### src/rtl/mem_stage.sv
// Memory pipe stage between execute and write-back: issues single-beat data-memory
// transactions for loads/stores and registers a write-back payload for the W-pipe.
module mem_stage #(
    parameter int unsigned XLEN   = 32,
    parameter int unsigned REG_AW = 5
) (
    input  logic              clk_i,
    input  logic              rst_n_i,
    input  logic              E_valid_i,
    output logic              m_ready_o,
    input  logic              is_load_i,
    input  logic              is_store_i,
    input  logic [2:0]        funct3_i,
    input  logic [XLEN-1:0]   res_i,
    input  logic [XLEN-1:0]   src2_i,
    input  logic [XLEN-1:0]   pc_i,
    input  logic [REG_AW-1:0] rd_i,
    input  logic              rd_wen_i,
    output logic              m_valid_o,
    input  logic              W_ready_i,
    output logic [XLEN-1:0]   wb_data_o,
    output logic [REG_AW-1:0] rd_o,
    output logic              rd_wen_o,
    output logic [XLEN-1:0]   pc_o,
    output logic              misalign_o,
    output logic              req_valid_o,
    input  logic              req_ready_i,
    output logic [XLEN-1:0]   req_addr_o,
    output logic              req_wen_o,
    output logic [XLEN-1:0]   req_wdata_o,
    output logic [3:0]        req_wmask_o,
    input  logic              rsp_valid_i,
    input  logic [XLEN-1:0]   rsp_rdata_i,
    output logic              rsp_ready_o
);

    typedef enum logic [1:0] {IDLE, REQ, RESP, HOLD} state_t;

    state_t          state;
    logic [XLEN-1:0] addr_q;
    logic [2:0]      funct3_q;
    logic            is_load_q;

    logic            accept;
    logic            is_mem;
    logic            misalign;
    logic [3:0]      st_mask;
    logic [XLEN-1:0] st_data;
    logic [XLEN-1:0] ld_shift;
    logic [XLEN-1:0] ld_data;

    // HOLD can take a new op in the same cycle its payload retires
    assign m_ready_o   = (state == IDLE) | ((state == HOLD) & W_ready_i);
    assign accept      = E_valid_i & m_ready_o;
    assign m_valid_o   = (state == HOLD);
    assign req_valid_o = (state == REQ);
    assign rsp_ready_o = (state == RESP);
    assign req_addr_o  = {addr_q[XLEN-1:2], 2'b00};

    assign is_mem   = is_load_i | is_store_i;
    assign misalign = is_mem & (((funct3_i[1:0] == 2'b01) & res_i[0]) |
                                ((funct3_i[1:0] == 2'b10) & (res_i[1:0] != 2'b00)));

    always_comb begin
        st_mask = 4'b1111;
        st_data = src2_i;
        case (funct3_i[1:0])
            2'b00: begin
                st_mask = 4'b0001 << res_i[1:0];
                st_data = {4{src2_i[7:0]}};
            end
            2'b01: begin
                st_mask = 4'b0011 << res_i[1:0];
                st_data = {2{src2_i[15:0]}};
            end
            default: ;
        endcase
    end

    always_comb begin
        ld_shift = rsp_rdata_i >> {addr_q[1:0], 3'b000};
        case (funct3_q)
            3'b000:  ld_data = {{(XLEN-8){ld_shift[7]}}, ld_shift[7:0]};
            3'b001:  ld_data = {{(XLEN-16){ld_shift[15]}}, ld_shift[15:0]};
            3'b100:  ld_data = {{(XLEN-8){1'b0}}, ld_shift[7:0]};
            3'b101:  ld_data = {{(XLEN-16){1'b0}}, ld_shift[15:0]};
            default: ld_data = ld_shift;
        endcase
    end

    always_ff @(posedge clk_i or negedge rst_n_i) begin
        if (!rst_n_i) begin
            state       <= IDLE;
            addr_q      <= '0;
            funct3_q    <= '0;
            is_load_q   <= 1'b0;
            wb_data_o   <= '0;
            rd_o        <= '0;
            rd_wen_o    <= 1'b0;
            pc_o        <= '0;
            misalign_o  <= 1'b0;
            req_wen_o   <= 1'b0;
            req_wdata_o <= '0;
            req_wmask_o <= '0;
        end else begin
            case (state)
                IDLE, HOLD: begin
                    if (accept) begin
                        addr_q      <= res_i;
                        funct3_q    <= funct3_i;
                        is_load_q   <= is_load_i;
                        pc_o        <= pc_i;
                        rd_o        <= rd_i;
                        wb_data_o   <= res_i;
                        misalign_o  <= misalign;
                        req_wen_o   <= is_store_i & ~is_load_i;
                        req_wmask_o <= (is_store_i & ~is_load_i) ? st_mask : 4'b0000;
                        req_wdata_o <= st_data;
                        if (misalign) begin
                            state    <= HOLD;
                            rd_wen_o <= 1'b0;
                        end else if (is_mem) begin
                            state    <= REQ;
                            rd_wen_o <= rd_wen_i & is_load_i;
                        end else begin
                            state    <= HOLD;
                            rd_wen_o <= rd_wen_i;
                        end
                    end else if ((state == HOLD) && W_ready_i) begin
                        state <= IDLE;
                    end
                end
                REQ: begin
                    if (req_ready_i) state <= RESP;
                end
                RESP: begin
                    if (rsp_valid_i) begin
                        state     <= HOLD;
                        wb_data_o <= is_load_q ? ld_data : '0;
                    end
                end
                default: state <= IDLE;
            endcase
        end
    end

endmodule

### config.mk
export PLATFORM = sky130hd
export DESIGN_NAME = mem_stage
export DESIGN_NICKNAME = d
export VERILOG_FILES = /design/src/rtl/mem_stage.sv
export SDC_FILE = /design/constraint.sdc
export NUM_CORES = 1
export LEC_CHECK = 0
export CORE_MARGIN = 2
export CORE_UTILIZATION = 50
export DETAILED_ROUTE_END_ITERATION = 7
export DONT_BUFFER_PORTS = 1
export PLACE_DENSITY = 0.66
export RECOVER_POWER = 100
export SLEW_MARGIN = 20
export SYNTH_ARGS = -nofsm -noshare
export SYNTH_HDL_FRONTEND = slang
export SYNTH_SLANG_ARGS = --single-unit
### constraint.sdc
create_clock -name clk_i -period 2.36 [get_ports clk_i]
set_clock_uncertainty 0.15 [all_clocks]
set_input_delay 0.118 -clock clk_i [delete_from_list [all_inputs] [get_ports clk_i]]
set_output_delay 0.118 -clock clk_i [all_outputs]
set_load 0.02 [all_outputs]
-- Yosys cells after proc, flatten, opt, wreduce, memory -nomap -nowiden
Index checks and enable logic that the tools add are counted.
- bits in registers: 146
- input port bits: 145
- eq/ne operators: 12
- shift-type cells: 3
- mux-type cells: 17
- bitwise gates (word level): 11
- reduce and logical (&&, ||, !) cells: 10
- operator list (cell ; number):
    32-bit case mux with 2 select lines ; 2
    32-bit case mux with 4 select lines ; 1
    32-bit 2-to-1 mux ; 3
    32-bit by 5-bit >> shifter with 32-bit output ; 1
    2-bit 2-to-1 mux ; 6
    4-bit case mux with 2 select lines ; 1
    1-bit bitwise AND ; 7
    2-bit equality test (second input constant) ; 3
    3-bit equality test (second input constant) ; 2
    2-bit case mux with 3 select lines ; 1
    3-bit AND reduction ; 2
    2-bit by 1-bit equality test with 1-bit output (second input constant) ; 2
    2-bit zero test ; 2
    4-bit 2-to-1 mux ; 1
    2-bit inequality test (second input constant) ; 2
    2-bit nonzero test ; 2
    1-bit by 2-bit left shift with 4-bit output (first input constant) ; 1
    2-bit by 2-bit left shift with 4-bit output (first input constant) ; 1
    3-bit by 1-bit equality test with 1-bit output (second input constant) ; 1
    3-bit zero test ; 1
    3-bit inequality test (second input constant) ; 1
    1-bit bitwise OR ; 3
    1-bit 2-to-1 mux ; 2
    2-bit by 1-bit inequality test with 1-bit output (second input constant) ; 1
    other kinds (4) ; 4

-- Longest topological paths before layout
- depth in word-level cells: 7
- depth in mapped cells: 10
- gate-level depth less buffers: 7

-- Worst setup path before layout
Ideal clock, no wire load.
- kind: register -> register
- start: register state[0]
- end: register pc_o[0]
- setup time: 0.065 ns
- data arrival time: 1.863 ns
- slack: 0.282 ns
- cell stages (with the launch flop): 10
- clock period less this slack: 2.078 ns
- path through: dfrtp_1 -> ha_1 -> a21oi_1 -> inv_1 -> nand3_1 -> buf_2 -> buf_2 -> buf_2 -> nand2_1 -> nand2_1
- word-level cells in the longest chain between the ends: 5
- elaborated cells on any way between the ends: 7
- classes of those cells: eq/ne (1); bitwise (3); reduce/logical (3)
- RTL lines (element ; RTL line ; text):
    start, declared ; 39 ; state_t state;
    start signal, assigned ; 93 ; state <= IDLE;
    start signal, assigned ; 120 ; state <= HOLD;
    start signal, assigned ; 123 ; state <= REQ;
    2-bit equality test ; -- ;
    named net m_valid_o ; 19 ; output logic m_valid_o,
    1-bit bitwise AND ; 53 ; assign m_ready_o = (state == IDLE) | ((state == HOLD) & W_ready_i);
    1-bit bitwise OR ; 53 ;
    named net m_ready_o ; 10 ; output logic m_ready_o,
    1-bit bitwise AND ; 54 ; assign accept = E_valid_i & m_ready_o;
    2-bit AND reduction (no source line) ; -- ;
    end signal, assigned ; 112 ; pc_o <= pc_i;
    end, declared ; 24 ; output logic [XLEN-1:0] pc_o,
The timed path passes the listed nets, and every way through them passes these cells.
A chain may end at the register's enable or synchronous reset.

-- Worst setup path in the final report
- start: register addr_q[1]
- end: register wb_data_o[10]
- word-level cells in the longest chain between the ends: 5
- RTL lines (element ; RTL line ; text):
    start, declared ; 40 ; logic [XLEN-1:0] addr_q;
    start signal, assigned ; 109 ; addr_q <= res_i;
    32-bit by 5-bit >> shifter with 32-bit output ; 81 ; ld_shift = rsp_rdata_i >> {addr_q[1:0], 3'b000};
    32-bit case mux with 4 select lines ; 82 ; case (funct3_q)
    32-bit 2-to-1 mux ; 139 ; wb_data_o <= is_load_q ? ld_data : '0;
    32-bit 2-to-1 mux ; 137 ; if (rsp_valid_i) begin
    32-bit case mux with 2 select lines ; 106 ; case (state)
    end signal, assigned ; 114 ; wb_data_o <= res_i;
    end signal, assigned ; 139 ;
    end, declared ; 21 ; output logic [XLEN-1:0] wb_data_o,
Every way passes these cells. The select of a mux whose other input is x is not followed.

==> metrics.md <==
| Metric | Value |
|---|---|
| VDD IR max | `696.4 uV` |
| Setup crit start kind | `register` |
| GR Overflow Total | `0` |
| Required @ worst endpoint | `about 2600 ps` |
| EDFF count, synth | `0` |
| Lkg Pwr | `about 0.0043 uW` |
| Hold_buf cts | `about 150` |
| Commonest cells post-synth | `283 x nand2_1, 146 x dfrtp_1, 67 x nor2_1` |
| Area growth syn-to-layout | `29.77%` |
| Die W | `between 100 and 150 um` |
| Placed cell count | `~900` |
| Max Slew Vio Count | `0` |
| Final hold slack | `-763.7 ps` |
| RSZ-0062 raised after global routing | `false` |
| Critical Path AT | `2450 ps` |
| Fmax | `442.0 MHz` |
| Failing checks | `negative hold slack` |
| Pwr Total | `13030 uW` |
| Drt initial violations | `609` |
| Power density cells | `1422 mW/mm2` |
| CTS Sinks | `146` |
| Count leader, synth | `nand2_1` |
| Netlist cell types | `43` |
| First-pass GRT wire length | `between 30 and 40 mm` |
| Pin count of the biggest net entering global routing | `about 150` |
| Die height | `about 120 um` |
| Post-Layout Cell Count | `between 1000 and 1500` |
| Crit. End Element | `register` |
| Number of buffers created by CTS | `17` |
| Synth area leader | `dfrtp_1` |
| Max clock buf depth | `2` |
| # DRC | `0` |
| Crit-path max FO | `19` |
| Final Hold Viols | `around 150` |
| Relative slew slack | `between 40% and 50%` |
| Clock transition at path regs | `about 60 ps` |
| Via Count | `around 6400` |
| Synth top area share | `approximately 52%` |
| Core area | `about 0.014 mm2` |
| Cell Rows | `43` |
| Starting Density | `approximately half` |
| Average cell area after synthesis | `a little over 9 um2` |
| Final WL | `about 23 mm` |
| Register area share after synthesis | `51.75%` |
| Crit share post-route | `between 90 and 100%` |
| Routed length per placed instance | `between 20 and 25 um` |
| Worst-Margin Slew | `894.2 ps` |
| Hold WC Path Type | `in -> async` |
| Setup TNS | `0 ps` |
| Layout cells sized above 1 | `under 10%` |
| Root Buffer | `clkbuf_16` |
| Endpoints failing setup | `0` |
| I/O pins | `289` |
| Final #Nets | `1044` |
| Worst skew pair latency | `430 ps` |
| CTS tree | `yes` |
| Vias per cell | `5.837` |
| Area contributors post-synth | `dfrtp_1 52%, nand2_1 15%, mux2i_1 4.5%` |
| Status | `finished with violations` |
| Total GRT Usage | `a little under a third` |
| Crit Path Category | `reg -> reg` |
| Pre-Repair DR Iteration Count | `5` |
| Global placement routability congestion | `about 0.89` |
| Die area | `roughly 0.015 mm2` |
| Ys flop type | `dfrtp_1` |
| Final antenna-violating net count | `0` |
| Max Cap Violations | `0` |
| #FFs+latches synth | `roughly 150` |
| IO Port Bufs | `0` |
| Initial antenna violation count | `1` |
| Mapped Area | `around 0.0071 mm2` |
| DPL Wire Length | `~14 mm` |
| Gate Count Post-Synth | `between 700 and 800` |
| Min Tclk post-route | `around 2300 ps` |
| Async set-reset flop share out of synthesis | `100.0%` |
| Yosys Warn Count | `0` |
| H-tree levels | `4` |
| Vias in the first global route | `around 6500` |
layout make-up:
cell class                      count  area (um2)
Clock buffer                       18       429.2
Antenna cell                        1       2.502
Timing Repair Buffer              174        1730
Multi-Input combinational cell    550        2969
Tap cell                          180       225.2
Inverter                            6       22.52
Clock inverter                     14       128.9
Sequential cell                   146        3655
Fill cell                        1064        4664
flip-flops by register name, summed over array words and instances (netlist names):
name / count
addr_q: 32
funct3_q: 3
is_load_q: 1
misalign_o: 1
pc_o: 32
rd_o: 5
rd_wen_o: 1
req_wdata_o: 32
req_wen_o: 1
req_wmask_o: 4
state: 2
wb_data_o: 32
layer usage:
layer / wire length [um] / vias up / GRT usage (%)
met4: 1006 / 0 / 15.45
met2: 10890 / 431 / 48.69
li1: - / 2793 / -
met1: 8390 / 3041 / 36.30
met3: 2505 / 91 / 10.27
met5: 0 / - / 0
power breakdown:
group / leakage (uW) / switching (uW) / internal [uW] / total (uW)
registers: 0.00180 / 2270 / 3690 / 5960
logic: 0.00222 / 2660 / 1820 / 4480
clock network: 0.000268 / 1130 / 1460 / 2600
cells in the final DEF (no fill, tap or decap), drive strengths merged, types with 2 or more instances in the layout:
cell type | netlist | routed
nand2 | 283 | 283
nor2 | 67 | 68
a21oi | 20 | 20
mux2 | 11 | 11
nand3b | 2 | 2
o21ai | 44 | 44
nand3 | 2 | 2
conb | 1 | 2
clkinv | 0 | 5
dlygate4sd3 | 0 | 151
nor2b | 6 | 6
a31oi | 2 | 2
dfrtp | 146 | 146
mux4 | 9 | 9
inv | 6 | 11
o211ai | 2 | 2
o21a | 6 | 6
a211o | 2 | 2
buf | 51 | 15
clkinvlp | 0 | 3
o22ai | 9 | 9
clkbuf | 29 | 26
ha | 4 | 4
nand4 | 2 | 2
a211oi | 12 | 12
a221oi | 17 | 17
mux2i | 32 | 32
nand2b | 4 | 4
stage by stage:
| stage | worst slack, ps | util (%) | area [um2] | hold WS, ps |
|---|---|---|---|---|
| floorplan | 282.4 | - | 7064 | -327.6 |
| global placement | 2.773 | 51.10 | 7066 | -324.5 |
| detailed placement | -161.3 | 51.10 | 7066 | -324.8 |
| CTS | 54.12 | 66.56 | 9203 | -779.9 |
| global route | 12.62 | 66.27 | 9163 | -788.0 |
| finish | 97.53 | 66.27 | 9163 | -763.7 |
critical path, stage by stage (launching register included):
cell and delay, ps:
dfrtp_1 380, buf_4 260, nor2b_1 430, a211oi_1 160
dlygate4sd3_1 620, o22ai_1 170
path summary, 6_finish.rpt:
path	startpoint	to	slack (ps)	cells after the start
setup reg to reg	addr_q[1]	wb_data_o[10]	100	5
hold reg to reg	is_load_q	is_load_q	380	2
setup / recovery	addr_q[1]	wb_data_o[10]	100	5
hold / removal	rst_n_i	addr_q[20]	-760	0
max in group asynchronous	rst_n_i	rd_o[2]	2640	0
min in group clk_i	funct3_i[0]	req_wdata_o[13]	40	3
cells by family after synthesis:
| kind of cell | Yosys count | share of synthesized area [%] |
|---|---|---|
| AO/OA/AOI/OAI | 118 | 10.54 |
| multiplexers | 52 | 9.162 |
| AND/OR/NAND/NOR | 373 | 20.96 |
| other | 1 | 0.05311 |
| flip-flops | 146 | 51.75 |
| buffers and inverters | 86 | 6.822 |
| adder cells (fa/ha/maj) | 4 | 0.7089 |
timing repair:
item | 4_1_cts | 5_1_grt
resized for setup | 1 | 5
hold endpoints to repair | 292 | 146
pin swaps | 1 | 0
setup endpoints to repair | 17 | 43
setup buffers | 5 | 0
gates cloned | 1 | 0
Note: power is estimated with default switching activity, not from simulation.
